File: src/rtl/sumador_8_bits.sv
// Registered ripple-carry adder: {cout,s} <= a + b + cin, one add per cycle.
// Ports: clk, rst (sync, active-high), in_valid, a, b, cin -> s, cout, out_valid.
// Optional: define SUMADOR_OVF_EN to add the registered signed-overflow port ovf.
module sumador_8_bits #(
  parameter int WIDTH = 7
) (
  input  logic             clk,
  input  logic             rst,
  input  logic             in_valid,
  input  logic [WIDTH-1:0] a,
  input  logic [WIDTH-1:0] b,
  input  logic             cin,
  output logic [WIDTH-1:0] s,
  output logic             cout,
  output logic             out_valid
`ifdef SUMADOR_OVF_EN
  ,
  output logic             ovf
`endif
);

  logic [WIDTH-1:0] s_full;
  logic             c_full;

  // Carry walks bit by bit through a local variable, so the chain
  // stays a single combinational block instead of a looped vector.
  always_comb begin
    logic cy;
    cy     = cin;
    s_full = '0;
    for (int i = 0; i < WIDTH; i++) begin
      s_full[i] = a[i] ^ b[i] ^ cy;
      cy = (a[i] & b[i]) | (cy & (a[i] ^ b[i]));
    end
    c_full = cy;
  end

  // Result registers load only on in_valid, so X on idle inputs
  // never reaches s/cout.
  always_ff @(posedge clk) begin
    if (rst) begin
      s         <= '0;
      cout      <= 1'b0;
      out_valid <= 1'b0;
    end else begin
      out_valid <= in_valid;
      if (in_valid) begin
        s    <= s_full;
        cout <= c_full;
      end
    end
  end

`ifdef SUMADOR_OVF_EN
  logic ovf_full;

  // Same-sign operands producing an opposite-sign sum.
  assign ovf_full = (a[WIDTH-1] == b[WIDTH-1]) &&
                    (s_full[WIDTH-1] != a[WIDTH-1]);

  always_ff @(posedge clk) begin
    if (rst) begin
      ovf <= 1'b0;
    end else if (in_valid) begin
      ovf <= ovf_full;
    end
  end
`endif

endmodule

File: config.mk
export PLATFORM = sky130hd
export DESIGN_NAME = sumador_8_bits
export DESIGN_NICKNAME = d
export VERILOG_FILES = /design/src/rtl/sumador_8_bits.sv
export SDC_FILE = /design/constraint.sdc
export NUM_CORES = 1
export LEC_CHECK = 0
export CORE_AREA = 2 2 39 41
export CTS_BUF_LIST = sky130_fd_sc_hd__clkbuf_4 sky130_fd_sc_hd__clkbuf_8
export DETAILED_ROUTE_END_ITERATION = 6
export DIE_AREA = 0 0 41 43
export GPL_ROUTABILITY_DRIVEN = 1
export PLACE_DENSITY = 0.76
export SLEW_MARGIN = 20
export SYNTH_ARGS = -nofsm -noshare
export SYNTH_HDL_FRONTEND = slang
export SYNTH_SLANG_ARGS = --single-unit
File: constraint.sdc
create_clock -name clk -period 4.4 [get_ports clk]
set_clock_uncertainty 0.1 [all_clocks]
set_input_delay 0.44 -clock clk [delete_from_list [all_inputs] [get_ports clk]]
set_output_delay 0.44 -clock clk [all_outputs]
set_load 0.005 [all_outputs]
# Yosys cells after proc, flatten, opt, wreduce, memory -nomap -nowiden
# Cells that the tools add are included.
# totals
reg_bits	9
inputBits	18
wordCells	38
# op_classes
bitwise	35
# ops
op	n
$and 1x1->1	14
$xor 1x1->1	14
$or 1x1->1	7

# Logic depth before layout (Yosys ltp)
# Gate-level depths: netlist of run 1.
# logic_depth
word_depth	15
depth_mapped	11
depth_no_buf	11

# Worst setup path after synthesis of run 1
# OpenSTA, ideal clock, no wires.
# synth_timing
path_kind	input port to flip-flop
start	in a[0]
end	reg s[6]
setup_time_ns	0.079
arrival_time_ns	3.250
path_slack_ns	0.971
stages	11
path_cell_list	fa_1 inv_1 fa_1 inv_1 fa_1 fa_1 fa_1 fa_1 inv_1 fa_1 a211oi_2
# synth_between
elab_chain_cells	14
elab_cells_between_ends	15
cone_classes	15 x bitwise
# synth_rtl
item	line_no	text
start: declaration	10	input logic [WIDTH-1:0] a,
$xor 1x1->1	33	cy = (a[i] & b[i]) | (cy & (a[i] ^ b[i]));
$and 1x1->1	33	
$or 1x1->1 (*)	33	
$and 1x1->1 (*)	33	
$or 1x1->1 (*)	33	
$and 1x1->1 (*)	33	
$or 1x1->1 (*)	33	
$and 1x1->1 (*)	33	
$or 1x1->1 (*)	33	
$and 1x1->1 (*)	33	
$or 1x1->1 (*)	33	
$and 1x1->1 (*)	33	
$or 1x1->1 (*)	33	
$xor 1x1->1 (*)	32	s_full[i] = a[i] ^ b[i] ^ cy;
end signal: assignment	48	s <= s_full;
end: declaration	13	output logic [WIDTH-1:0] s,
# Mark *: on every way between the ends. The rest lies on a longest branch, timed or not.
# A chain may end at the register's enable or synchronous reset.

# Final worst setup path of run 1
# Ends and elaborated chain as after synthesis.

==> results of run 1 <==
## where the power goes
part / internal (mW) / switching, mW / total [mW] / leakage [nW]
logic: 0.0405 / 0.0238 / 0.0642 / 0.240
clock network: 0.0410 / 0.0274 / 0.0684 / 0.0184
registers: 0.0895 / 0.00342 / 0.0929 / 0.0746
total: 0.171 / 0.0546 / 0.225 / 0.333
## cells in the mapped netlist
cell / number / area, sq um
mux2i_1: 5 / 50.1
fa_1: 7 / 140
dfxtp_1: 9 / 180
buf_6: 1 / 11.3
nor2_1: 8 / 30.0
nor2b_1: 1 / 6.26
a211oi_2: 3 / 37.5
inv_1: 7 / 26.3
clkbuf_2: 1 / 5.00
## state kept, by name (all words and copies together), names as in the netlist
| name | cells |
|---|---|
| s | 7 |
| out_valid | 1 |
| cout | 1 |
## layout by cell type, fill, tap and decap left out
cell type	n
clkdlybuf4s50_1	26
dfxtp_1	9
nor2_1	8
inv_1	7
fa_1	7
mux2i_1	5
clkbuf_4	4
a211oi_2	3
nor2b_1	1
## metrics by stage
stage          std cells  util, %  power [mW]  hold WS, ns
6_report              86     56.4       0.225        0.390
5_1_grt               86     56.4       0.243        0.429
4_1_cts               86     56.4       0.231        0.396
3_5_place_dp          82     54.2       0.160        0.382
3_3_place_gp          82     54.2       0.158        0.373
2_1_floorplan         42        -       0.123        0.385
## metal layers
layer	track usage, %	vias up
li1	-	184
met1	14.0	186
met2	24.7	18
met3	5.76	0
met4	6.00	0
met5	0	-
## critical path, stage by stage
cell and delay [ns]:
clkdlybuf4s50_1 0.43, fa_1 0.41, inv_1 0.07, fa_1 0.15, inv_1 0.04, fa_1 0.39
fa_1 0.39, fa_1 0.39, fa_1 0.38, inv_1 0.08, fa_1 0.42, a211oi_2 0.20
## path summary, 6_finish.rpt
path	slack [ns]	startpoint	end
setup / recovery	0.66	a[0]	s[6]$_SDFFE_PP0P_
hold / removal	0.39	s[0]$_SDFFE_PP0P_	s[0]$_SDFFE_PP0P_
setup reg to reg	3.68	cout$_SDFFE_PP0P_	cout$_SDFFE_PP0P_
hold reg to reg	0.39	s[0]$_SDFFE_PP0P_	s[0]$_SDFFE_PP0P_
## layout make-up
class / count / area share [%]
clock buffers: 4 / 3.85
inverters: 7 / 3.37
multi-input cells: 24 / 33.8
flip-flops and latches: 9 / 23.1
well taps: 16 / 2.56
repair buffers: 26 / 33.3
## logic make-up (layout without fill, tap and decap cells)
family / after synthesis / in the layout / share of synthesized area, %
DFF: 9 / 9 / 37.0
and+or+nand+nor: 9 / 9 / 7.46
buffers and inverters: 9 / 37 / 8.74
adders and majority gates: 7 / 7 / 28.8
muxes: 5 / 5 / 10.3
AOI/OAI and AO/OA: 3 / 3 / 7.71
==> results by group, run 1 <==
Yosys
  • #FFs+latches synth: 9
  • Synthesized area per cell: approximately 12 sq um
  • Netlist cell types: 9
  • Cell count after synthesis: 42
  • Cell Area, Synth: around 490 sq um
  • Net Count, Synth: 67
  • Yosys warnings: 0
  • Sequential area share after synthesis: 37.0%

Floorplan
  • Die H: ~43 um
  • CORE AREA: 0.00138 sq mm
  • Rows: 14
  • I/O Pins: 27
  • Die Area: about 0.0018 sq mm
  • Starting Density: between 30% and 40%
  • Die X: about 40 um

STA
  • Final setup viols: 0
  • Slew Limit Fails: 0
  • Post-route setup slack: about 0.66 ns
  • TNS Setup: 0 ns
  • Fin. Hold Viols: 0
  • Worst Max-Slew Pin Slew: 0.587 ns
  • Relative slew slack: between 60% and 70%
  • RSZ-0062 raised after global routing: false
  • Final worst-path cycle share: 85.0%
  • F_max: 267 MHz
  • Fin crit period: approximately 3.7 ns

GRT
  • Pin count of the biggest net entering global routing: 13
  • Global route total overflow: 0
  • First-pass GRT wire length: between 1500 and 2000 um
  • Vias in the first global route: a little over 400
  • Total global-route track usage: 14.3%
  • Initial antenna violation count: 0

Place
  • Dpl hpwl: roughly 840 um
  • Pre-CTS setup slack: approximately 0.35 ns
  • Routability cong.: just over 0.6
  • IO buf count: 26
  • Placed cell areas: between 700 and 800 sq um

CTS
  • CTS sink count: 9
  • Setup Buffers After CTS: 0
  • Worst skew pair latency: 0.25 ns
  • Num CTS Buffers: 3
  • Worst-path clk slew: 0.06 ns
  • Post-cts resize count: 0
  • CTS tree: yes
  • Hold_buf cts: 0
  • H-tree Lvls: 1
  • Root buffer cell: clkbuf_4
  • Clock Tree Buf Depth: 2

Layout
  • Layout area overhead: 60.4%
  • N_diodes: 0
  • Share of cells above drive strength 1: between 10% and 20%
  • Post-route cell area: between 700 and 800 sq um
  • Sequential cell area: about 180 sq um
  • Area of the multi-input gates: between 200 and 300 sq um
  • Final net count: 96
  • FILL cells: between 100 and 150

Worst setup path
  • Data arrival, critical path: 3.82 ns
  • Setup Crit Path Kind: in2reg
  • Crit path capture type: flip-flop
  • Max FO, Critical Path: 1
  • Worst Setup Start Kind: primary input
  • Worst EP required: around 4.5 ns
  • Worst Reg2Reg Path Length in Cells: 2

Outcome
  • Status: finished, final reports clean

Drt
  • Initial DRT Pass Iterations: 2
  • Metal-1 WL: between 300 and 400 um
  • Metal3 WL: roughly 110 um
  • WL/cell: about 12 um
  • Remaining DRCs: 0
  • Drt total wl: approximately 1000 um
  • Met2 Routed Length: around 530 um
  • DRT iter0 DRCs: 13
  • Top Metal Used: met3
  • Vias/cell: around 4.5
  • Detail Route Antenna Nets: 0
  • Routed vias: approximately 390

Worst hold path
  • Min-Delay Path Depth: 2
  • Worst min path class: reg2reg

Power and ir drop
  • VDD IR-drop max: between 100 and 150 uV
  • Cell leakage power: roughly 0.33 nW
  • Power Density: about 290 mW/mm^2

Flow run
  • Max-cap check violation count: 0
(Power assumes the default switching activity.)
==> run 2, diff against run 1 <==
--- a/config.mk
+++ b/config.mk
@@ -10,8 +10,10 @@
 export DETAILED_ROUTE_END_ITERATION = 6
 export DIE_AREA = 0 0 41 43
 export GPL_ROUTABILITY_DRIVEN = 1
+export HOLD_SLACK_MARGIN = 0.1
 export PLACE_DENSITY = 0.76
 export SLEW_MARGIN = 20
 export SYNTH_ARGS = -nofsm -noshare
 export SYNTH_HDL_FRONTEND = slang
 export SYNTH_SLANG_ARGS = --single-unit
+export TNS_END_PERCENT = 30
==> results of run 2 <==
Same layout as run 1: the final DEF is identical, and so are final timing and power.
